===== src/rtl/mult_accum_stage_if.sv =====
// Handshake bundle between the multiplier wrapper side and the group accumulator.
// master drives products and output back-pressure; slave is the accumulator stage.
interface mult_accum_stage_if #(
    parameter int PROD_W = 8,
    parameter int ACC_W  = 16
);
    logic              in_valid;
    logic              in_ready;
    logic [PROD_W-1:0] in_product;
    logic              acc_clr;
    logic              out_valid;
    logic              out_ready;
    logic [ACC_W-1:0]  out_sum;
    logic              out_ovf;

    modport master (
        output in_valid, in_product, acc_clr, out_ready,
        input  in_ready, out_valid, out_sum, out_ovf
    );

    modport slave (
        input  in_valid, in_product, acc_clr, out_ready,
        output in_ready, out_valid, out_sum, out_ovf
    );
endinterface


===== src/rtl/mult_accum_stage.sv =====
// mult_accum_stage: sums each group of COUNT unsigned products into an ACC_W
// accumulator and hands the group sum downstream through a one-entry output
// register with valid/ready and a per-group sticky overflow flag.
module mult_accum_stage #(
    parameter int PROD_W = 8,
    parameter int ACC_W  = 16,
    parameter int COUNT  = 4
) (
    input logic             clk,
    input logic             rst_n,
    mult_accum_stage_if.slave bus
);
    localparam int CNT_W = $clog2(COUNT + 1);

    logic [ACC_W-1:0] acc;
    logic [CNT_W-1:0] cnt;
    logic             ovf_acc;

    logic             out_valid_q;
    logic [ACC_W-1:0] out_sum_q;
    logic             out_ovf_q;

    logic             in_ready;
    logic             accept;
    logic             group_end;
    logic [ACC_W-1:0] acc_base;
    logic [ACC_W-1:0] acc_n;
    logic [CNT_W-1:0] cnt_base;
    logic             ovf_base;
    logic             ovf_n;
    logic             carry;

    // Ready depends only on the output register and downstream ready, never on in_valid.
    assign in_ready = !out_valid_q || bus.out_ready;
    assign accept   = bus.in_valid && in_ready;

    // Next-sum datapath; acc_clr swaps the running state for zero so a product
    // accepted alongside it becomes the first term of a fresh group.
    always_comb begin
        acc_base  = bus.acc_clr ? '0   : acc;
        cnt_base  = bus.acc_clr ? '0   : cnt;
        ovf_base  = bus.acc_clr ? 1'b0 : ovf_acc;
        {carry, acc_n} = {1'b0, acc_base}
                       + {{(ACC_W + 1 - PROD_W){1'b0}}, bus.in_product};
        ovf_n     = ovf_base | carry;
        group_end = accept && (cnt_base == CNT_W'(COUNT - 1));
    end

    // Running group state: advance on accept, restart on group end or clear.
    always_ff @(posedge clk or negedge rst_n) begin
        if (!rst_n) begin
            acc     <= '0;
            cnt     <= '0;
            ovf_acc <= 1'b0;
        end else if (accept) begin
            if (group_end) begin
                acc     <= '0;
                cnt     <= '0;
                ovf_acc <= 1'b0;
            end else begin
                acc     <= acc_n;
                cnt     <= cnt_base + CNT_W'(1);
                ovf_acc <= ovf_n;
            end
        end else if (bus.acc_clr) begin
            acc     <= '0;
            cnt     <= '0;
            ovf_acc <= 1'b0;
        end
    end

    // Output register: load a completed group, otherwise drop valid once drained.
    always_ff @(posedge clk or negedge rst_n) begin
        if (!rst_n) begin
            out_valid_q <= 1'b0;
            out_sum_q   <= '0;
            out_ovf_q   <= 1'b0;
        end else if (group_end) begin
            out_valid_q <= 1'b1;
            out_sum_q   <= acc_n;
            out_ovf_q   <= ovf_n;
        end else if (out_valid_q && bus.out_ready) begin
            out_valid_q <= 1'b0;
        end
    end

    assign bus.in_ready  = in_ready;
    assign bus.out_valid = out_valid_q;
    assign bus.out_sum   = out_sum_q;
    assign bus.out_ovf   = out_ovf_q;
endmodule


===== src/flat_wrapper.sv =====
// flat-port wrapper written by rule: the top's interface ports become plain ports
module mult_accum_stage_flat 
#(
    parameter int PROD_W = 8,
    parameter int ACC_W  = 16,
    parameter int COUNT  = 4
)
  (clk, rst_n, bus_in_valid, bus_in_product, bus_acc_clr, bus_out_ready, bus_in_ready, bus_out_valid, bus_out_sum, bus_out_ovf);
  mult_accum_stage_if #(.PROD_W(PROD_W), .ACC_W(ACC_W)) bus_i ();
  input logic clk;
  input logic rst_n;
  input wire logic [$bits(bus_i.in_valid)-1:0] bus_in_valid;
  input wire logic [$bits(bus_i.in_product)-1:0] bus_in_product;
  input wire logic [$bits(bus_i.acc_clr)-1:0] bus_acc_clr;
  input wire logic [$bits(bus_i.out_ready)-1:0] bus_out_ready;
  output wire logic [$bits(bus_i.in_ready)-1:0] bus_in_ready;
  output wire logic [$bits(bus_i.out_valid)-1:0] bus_out_valid;
  output wire logic [$bits(bus_i.out_sum)-1:0] bus_out_sum;
  output wire logic [$bits(bus_i.out_ovf)-1:0] bus_out_ovf;
  assign bus_i.in_valid = bus_in_valid;
  assign bus_i.in_product = bus_in_product;
  assign bus_i.acc_clr = bus_acc_clr;
  assign bus_i.out_ready = bus_out_ready;
  assign bus_in_ready = bus_i.in_ready;
  assign bus_out_valid = bus_i.out_valid;
  assign bus_out_sum = bus_i.out_sum;
  assign bus_out_ovf = bus_i.out_ovf;
  mult_accum_stage #(.PROD_W(PROD_W), .ACC_W(ACC_W), .COUNT(COUNT)) u_core (.clk(clk), .rst_n(rst_n), .bus(bus_i));
endmodule

===== config.mk =====
export PLATFORM = sky130hd
export DESIGN_NAME = mult_accum_stage_flat
export DESIGN_NICKNAME = d
export VERILOG_FILES = /design/src/rtl/mult_accum_stage_if.sv /design/src/rtl/mult_accum_stage.sv /design/src/flat_wrapper.sv
export SDC_FILE = /design/constraint.sdc
export NUM_CORES = 1
export LEC_CHECK = 0
export ABC_AREA = 1
export CAP_MARGIN = 20
export CORE_AREA = 2 2 71 73
export DETAILED_ROUTE_END_ITERATION = 7
export DIE_AREA = 0 0 73 75
export PLACE_DENSITY_LB_ADDON = 0.15
export SYNTH_ARGS = -nofsm -noshare
export SYNTH_HDL_FRONTEND = slang
export SYNTH_SLANG_ARGS = --single-unit

===== constraint.sdc =====
create_clock -name clk -period 2.2 [get_ports clk]
set_input_delay 0.66 -clock clk [delete_from_list [all_inputs] [get_ports clk]]
set_output_delay 0.66 -clock clk [all_outputs]
set_load 0.05 [all_outputs]

== Yosys cells after proc, flatten, opt, wreduce, memory -nomap -nowiden ==
Cells that the tools add are included.
Word-level totals
  flip-flop bits (word level): 38
  output and inout bits: 19
  logic and storage cells: 27
Operators by class
  add/sub/neg operators: 2
  muxes and demuxes: 11
  bitwise logic cells: 1
  reduce and logical (&&, ||, !) cells: 6
  equal/unequal tests: 1
Operators by type and width (number)
  2-to-1 mux 16 bit: 3
  adder 16 x 8 -> 17 bit: 1
  2-to-1 mux 3 bit: 3
  2-to-1 mux 1 bit: 5
  adder 3 x 1 -> 3 bit (second input constant): 1
  == test 3 x 2 -> 1 bit (second input constant): 1
  logical AND 1 bit: 3
  nonzero test 2 bit: 1
  logical NOT 1 bit: 1
  logical OR 1 bit: 1
  bitwise OR 1 bit: 1

== Longest topological paths before layout ==
Gate-level depths: netlist of the first run.
  word-level depth: 6
  depth in mapped cells: 13

== Worst setup path after synthesis of the first run ==
No wires, ideal clock.
  kind: input-to-reg
  start: input bus_acc_clr
  end: register u_core.out_sum_q[14], in the netlist u_core.bus.out_sum[14]
  cell stages on the path: 12
  setup time: 0.118 ns
  path slack: 0.011 ns
  data arrival time: 2.072 ns
  buffers on the path: 1
  path through: buf_2 > nor2_1 > ha_1 > fa_1 > nand2_1 > nand3_1 > nand3_1 > nand2_1 > nand2_1 > nand3_1 > nand3_1 > nand2_1
Between the ends
  longest elaborated chain between the ends: 3
  elaborated cells between the ends (all ways): 5
RTL lines
  from (decl): line flat_wrapper.sv:14  | input wire logic [$bits(bus_i.acc_clr)-1:0] bus_acc_clr;
  branches (longest 3 deep; another with adder 16 x 8 -> 17 bit)
  to (signal assigned): line mult_accum_stage.sv:80  | out_sum_q <= acc_n;
  to (decl): line mult_accum_stage.sv:20  | logic [ACC_W-1:0] out_sum_q;
Several ways; the timed one is not identified.
A chain may end at the register's enable or synchronous reset.

== Worst setup path after layout of the first run ==
  start: input bus_out_ready
  end: output bus_in_ready
Between the ends
  longest elaborated chain between the ends: 1
RTL lines
  from (decl): line flat_wrapper.sv:15  | input wire logic [$bits(bus_i.out_ready)-1:0] bus_out_ready;
  logical OR 1 bit: line mult_accum_stage.sv:34  | assign in_ready = !out_valid_q || bus.out_ready;
  to (decl): line flat_wrapper.sv:16  | output wire logic [$bits(bus_i.in_ready)-1:0] bus_in_ready;
Every way passes these cells.

==> impl_metrics.csv, run 1 <==
group,metric,value,unit
setup_path,timing.setup.critical_path_class,"input port to output port",
clocking,cts_tree,"built",
yosys,seq_area_frac_synth,41.1,%
die,placementRows,25,
clocking,clock-sinks,38,
worst_hold_path,min-delay-path-class,"input port to asynchronous set/reset pin",
layout,final.fill_count,401,
yosys,mappedNetlistNets,338,
timing,timing.final.setup_violations,0,
routing,num_vias,2112,
routing,drcViolationCount,0,
timing,skew,5.63,ps
layout,fin_cells,435,
power_and_ir_drop,p_leak,0.00180,µW
layout,leading_cell_types_in_the_layout_fill_and_taps_excluded,"113 x sky130_fd_sc_hd__nand2_1, 41 x sky130_fd_sc_hd__inv_1, 38 x sky130_fd_sc_hd__dfrtp_1",
die,io-pin-count,32,
yosys,synth_top_area_cell,"sky130_fd_sc_hd__dfrtp_1",
yosys,synth.cell_area,0.00231,mm²
timing,max_clock_freq,0.465,GHz
routing,first_iter_violations,129,
place,io_buffer_count,31,
clocking,path_clk_slew,80,ps
grt,global_route.usage.total,23.1,%
setup_path,ff2ff_setup_slack,390,ps
run_status,outcome,"completed",
yosys,postSynth.topFlopCell,"sky130_fd_sc_hd__dfrtp_1",
routing,dr.pass1.iters,4,
timing,timing.max_slew.rel_slack,66.3,%
yosys,ys_types,31,
setup_path,worst-endpoint-arrival,1490,ps
clocking,clock_path_buffers,2,
yosys,post-synth-top-area-fraction,41.1,%
clocking,hold_buffers,0,
clocking,clk-insertion-delay-late,300,ps
die,initial_utilization,49.6,%
power_and_ir_drop,p_per_area,698,mW/mm²
die,core_area,0.00466,mm²
die,die_height,75,µm
timing,finalCritPeriodShare,97.8,%
setup_path,worst-path-max-fanout,3,
grt,grt_start_max_net_pins,21,
timing,slew_viol_final,0,
place,globalplace.congestion,0.856,
die,die_w,73,µm
yosys,total_of_flip_flops_plus_latches_after_synthesis,38,
yosys,synthesis.area_per_instance,7.34,µm²
grt,grt_first_pass_wirelength,9470,µm
grt,number_of_global_route_vias_before_repair,2079,
routing,route.antenna.remaining_nets,0,
yosys,synth-edff-count,0,
place,total_half_perimeter_wirelength_after_legalization_and_detailed_placement,4040,µm
yosys,async_flop_share,100,%
place,dpl.cell_count,427,
power_and_ir_drop,vdd.ir_drop.worst,0.580,mV
timing,hold_viol,0,
layout,mostFrequentLayoutCell,"sky130_fd_sc_hd__nand2_1",
grt,grt-ovfl-total,0,
grt,number_of_antenna_violations_at_the_first_check_in_global_routing,0,
layout,area.growth.synth_to_final,35.8,%
routing,detail_route.vias_per_cell,4.86,
power_and_ir_drop,power.total,2190,µW
clocking,cts-buffers-inserted,5,
yosys,yosys_warnings,0,
layout,drive_gt1_share,24.7,%
setup_path,critPathCaptureType,"output port",
run,max_cap_viol_count,0,
timing,tightest_slew,504,ps
routing,wirelength,5560,µm
routing,detail_route.wl_per_cell,12.8,µm
timing,timing.final.crit_period,2150,ps
yosys,synthesis.instances,315,
clocking,clock_tree.htree_level_count,2,
layout,num-nets-final,404,
clocking,clk_root_buffer_cell,"sky130_fd_sc_hd__clkbuf_8",
layout,antenna-diode-count,0,
die,die-area,0.00548,mm²
setup_path,worst-endpoint-required,1540,ps
setup_path,cp-start-kind,"input port",
yosys,yosys-top-cells-area,"sky130_fd_sc_hd__dfrtp_1 41%, sky130_fd_sc_hd__nand2_1 20%, sky130_fd_sc_hd__inv_1 6.7%, sky130_fd_sc_hd__nand3_1 6.5%, sky130_fd_sc_hd__ha_1 4.9%",
[sequential cells by signal, indices dropped and copies added (netlist names)]
name	count
u_core.ovf_acc	1
u_core.bus.out_sum	16
u_core.bus.out_ovf	1
u_core.acc	16
u_core.bus.out_valid	1
u_core.cnt	3
[report_power, final]
group          switching [µW]  internal, µW
clock                     261           213
combinational             531           337
sequential               48.5           800
total                     840          1350
[routing by layer]
layer,global-route usage (%),vias to the layer above,wire length [µm]
li1,-,1099,-
met1,32.3,961,2700
met2,35.6,46,2530
met3,4.82,6,248
met4,8.02,0,81
met5,0,-,0
[path summary, 6_finish.rpt]
kind,to,startpoint,cells past startpoint
max,bus_in_ready,bus_out_ready,4
min,u_core.bus.out_sum[1],rst_n,1
max reg2reg,u_core.bus.out_ovf,u_core.acc[0],12
min reg2reg,u_core.bus.out_sum[12],u_core.bus.out_sum[12],2
max in group asynchronous,u_core.bus.out_sum[11],rst_n,2
min in group clk,u_core.bus.out_sum[12],u_core.bus.out_sum[12],2
[stage by stage]
| step | TNS, ps | setup slack (ps) | utilization (%) | instance area, µm² | hold slack [ps] |
|---|---|---|---|---|---|
| final | 0 | 48.8 | 67.4 | 3140 | 306 |
| after global routing | -0.827 | -0.827 | 67.4 | 3140 | 336 |
| after CTS | 0 | 9.12 | 65.0 | 3030 | 322 |
| after detailed placement | -15840 | -547 | 62.8 | 2930 | 464 |
| after global placement | -15520 | -538 | 62.8 | 2930 | 461 |
| after floorplan | 0 | 10.6 | - | 2310 | 364 |
[worst max-delay path, stage by stage]
cell and delay (ps):
sky130_fd_sc_hd__clkdlybuf4s50_1 460, sky130_fd_sc_hd__inv_1 50, sky130_fd_sc_hd__nand2_1 160, sky130_fd_sc_hd__buf_12 160
[logic make-up (layout without fill, tap and decap cells)]
kind of cell / Yosys count / after routing / synth area share [%]
AND/OR/NAND/NOR: 193 / 193 / 36.3
buffers and inverters: 52 / 118 / 9.42
flip-flops: 38 / 38 / 41.1
AO/OA/AOI/OAI: 15 / 15 / 4.71
adder cells (fa/ha/maj): 10 / 10 / 5.74
XOR/XNOR: 7 / 7 / 2.65
[cell type report]
cell class	count	area [µm²]	share of cell area [%]
Clock buffer	5	68.8	2.19
Clock inverter	2	10.0	0.319
Inverter	46	180	5.74
Multi-Input combinational cell	225	1260	40.0
Sequential cell	38	951	30.3
Tap cell	54	67.6	2.15
Timing Repair Buffer	65	606	19.3
[cells in the mapped netlist, types with 2 or more instances]
cell and instances:
sky130_fd_sc_hd__a21oi_1 2, sky130_fd_sc_hd__a22o_1 6, sky130_fd_sc_hd__buf_2 2, sky130_fd_sc_hd__buf_4 2
sky130_fd_sc_hd__dfrtp_1 38, sky130_fd_sc_hd__ha_1 9, sky130_fd_sc_hd__inv_1 41, sky130_fd_sc_hd__inv_2 2
sky130_fd_sc_hd__inv_4 2, sky130_fd_sc_hd__nand2_1 124, sky130_fd_sc_hd__nand2_4 4, sky130_fd_sc_hd__nand3_1 30
sky130_fd_sc_hd__nand4_1 2, sky130_fd_sc_hd__nor2_1 22, sky130_fd_sc_hd__nor2_2 4, sky130_fd_sc_hd__nor2_4 2
sky130_fd_sc_hd__o21ai_0 4, sky130_fd_sc_hd__xor2_1 6
[what timing repair did]
| item | CTS | global route |
|---|---|---|
| pin swaps | 0 | 6 |
| buffers inserted | 0 | 1 |
| setup endpoints to repair | 35 | 36 |
| gates resized for setup | 6 | 32 |
Power figures use the tool's default switching activity.
==> run 2: changes to the inputs <==
--- a/config.mk
+++ b/config.mk
@@ -10,7 +10,7 @@
 export CORE_AREA = 2 2 71 73
 export DETAILED_ROUTE_END_ITERATION = 7
 export DIE_AREA = 0 0 73 75
-export PLACE_DENSITY_LB_ADDON = 0.15
+export PLACE_DENSITY = 0.75
 export SYNTH_ARGS = -nofsm -noshare
 export SYNTH_HDL_FRONTEND = slang
 export SYNTH_SLANG_ARGS = --single-unit
==> run 2 against run 1 <==
Compared with the run above: global-route usage rose by 0.20 points; count of clock-buffer cells in the layout grew 1; critical path type unchanged; clock skew is 0.76 ps higher; via count is 4.5% higher.
==> impl_metrics.csv, run 2 (same netlist as run 1, synthesis figures left out) <==
group,metric,value,unit
run_status,outcome,"completed",
grt,grt_start_max_net_pins,21,
clocking,cts-buffers-inserted,5,
power_and_ir_drop,power.internal,1610,µW
die,die_w,73,µm
timing,finalCritPeriodShare,96.9,%
timing,timing.max_slew.rel_slack,66.2,%
die,io-pin-count,32,
power_and_ir_drop,vdd.ir_drop.worst,0.521,mV
layout,num-nets-final,398,
timing,slew_viol_final,0,
layout,leading_cell_types_in_the_layout_fill_and_taps_excluded,"115 x sky130_fd_sc_hd__nand2_1, 41 x sky130_fd_sc_hd__inv_1, 38 x sky130_fd_sc_hd__dfrtp_1",
routing,first_iter_violations,107,
grt,grt_first_pass_wirelength,9630,µm
die,initial_utilization,49.6,%
layout,fin_cells,430,
clocking,path_clk_slew,80,ps
place,globalplace.congestion,0.896,
routing,route.antenna.remaining_nets,0,
clocking,clk-insertion-delay-late,310,ps
grt,grt-ovfl-total,0,
clocking,clk_root_buffer_cell,"sky130_fd_sc_hd__clkbuf_8",
die,die-area,0.00548,mm²
routing,num_vias,2207,
routing,wirelength,6010,µm
layout,final.fill_count,387,
timing,skew,6.39,ps
setup_path,timing.setup.critical_path_class,"input port to output port",
setup_path,worst-endpoint-arrival,1470,ps
place,dpl.cell_count,421,
grt,number_of_global_route_vias_before_repair,2075,
routing,detail_route.wl_per_cell,14.0,µm
timing,max_clock_freq,0.469,GHz
timing,timing.final.ws_setup,69.0,ps
timing,setup_total_negative_slack,0,ps
clocking,clock-sinks,38,
layout,mostFrequentLayoutCell,"sky130_fd_sc_hd__nand2_1",
grt,number_of_antenna_violations_at_the_first_check_in_global_routing,0,
layout,drive_gt1_share,23.9,%
layout,area_of_combinational_cells_with_multiple_inputs,0.00129,mm²
routing,detail_route.vias_per_cell,5.13,
run,max_cap_viol_count,0,
worst_hold_path,min-delay-path-class,"input port to asynchronous set/reset pin",
power_and_ir_drop,power_frac_seq,34.3,%
die,core_area,0.00466,mm²
layout,utilization,68.1,%
routing,drcViolationCount,0,
routing,dr.pass1.iters,4,
timing,final.hold.worst_slack,295,ps
layout,area.growth.synth_to_final,37.3,%
power_and_ir_drop,share_comb_of_total_power,34.9,%
clocking,clock_path_buffers,2,
grt,global_route.usage.total,23.2,%
power_and_ir_drop,sw_frac_of_total,35.1,%
place,io_buffer_count,31,
place,dpl_worst_slack,-517,ps
setup_path,critPathCaptureType,"output port",
power_and_ir_drop,power_frac_clock,30.8,%
power_and_ir_drop,p_per_area,780,mW/mm²
clocking,cts_tree,"built",
timing,tightest_slew,506,ps
layout,antenna-diode-count,0,
clocking,clock_tree.htree_level_count,2,
setup_path,cp-start-kind,"input port",
setup_path,worst-path-max-fanout,3,
timing,timing.final.setup_violations,0,
clocking,hold_buffers,0,
die,placementRows,25,
die,die_height,75,µm
power_and_ir_drop,p_leak,0.00179,µW
place,total_half_perimeter_wirelength_after_legalization_and_detailed_placement,4040,µm
timing,timing.final.crit_period,2130,ps
timing,hold_viol,0,
setup_path,worst-endpoint-required,1540,ps
layout,register_area,951,µm²
power_and_ir_drop,total_switching_power,868,µW
[run 2: stage by stage]
stage | power, µW | instance area, µm²
6_report | 2480 | 3170
3_3_place_gp | 1630 | 2870
5_1_grt | 2580 | 3170
2_1_floorplan | 1360 | 2310
4_1_cts | 2410 | 3030
3_5_place_dp | 1650 | 2870
[run 2: worst paths after layout]
kind	start	end	slack [ps]	cells past startpoint
min reg2reg	u_core.bus.out_sum[11]	u_core.bus.out_sum[11]	480	2
max reg2reg	u_core.acc[0]	u_core.acc[8]	310	11
max	bus_out_ready	bus_in_ready	70	4
min in group clk	u_core.bus.out_sum[11]	u_core.bus.out_sum[11]	480	2
min	rst_n	u_core.bus.out_sum[5]	300	1
max in group asynchronous	rst_n	u_core.bus.out_sum[7]	1430	2
[run 2: worst max-delay path, stage by stage]
cell and delay [ps]:
sky130_fd_sc_hd__clkdlybuf4s50_1 450, sky130_fd_sc_hd__inv_1 50, sky130_fd_sc_hd__nand2_1 140, sky130_fd_sc_hd__buf_12 160
[run 2: routing by layer]
metal  vias up  share of wire [%]  track usage (%)
met5         -                  0                0
met4         0                2.3             7.20
met3        15                5.8             4.82
met2        62                 49             39.8
met1      1040                 43             29.6
li1       1090                  -                -
[run 2: cell type report]
cell class / count / share of cell area (%)
Timing Repair Buffer: 59 / 17.2
Inverter: 46 / 5.60
Tap cell: 54 / 2.13
Clock inverter: 2 / 1.89
Multi-Input combinational cell: 225 / 40.6
Sequential cell: 38 / 30.0
Clock buffer: 6 / 2.60
[run 2: repair_timing]
item,CTS,global route
pin swaps,2,8
buffers inserted,0,1
gates resized for setup,8,30
setup endpoints to repair,27,25
hold endpoints to repair,0,0
[run 2: power by group through the flow]
stage	clock network [µW]	registers [µW]	logic, µW
2_1_floorplan	0	1080	274
3_3_place_gp	0	857	775
3_5_place_dp	0	861	787
4_1_cts	763	849	799
5_1_grt	792	859	931
6_report	763	848	864
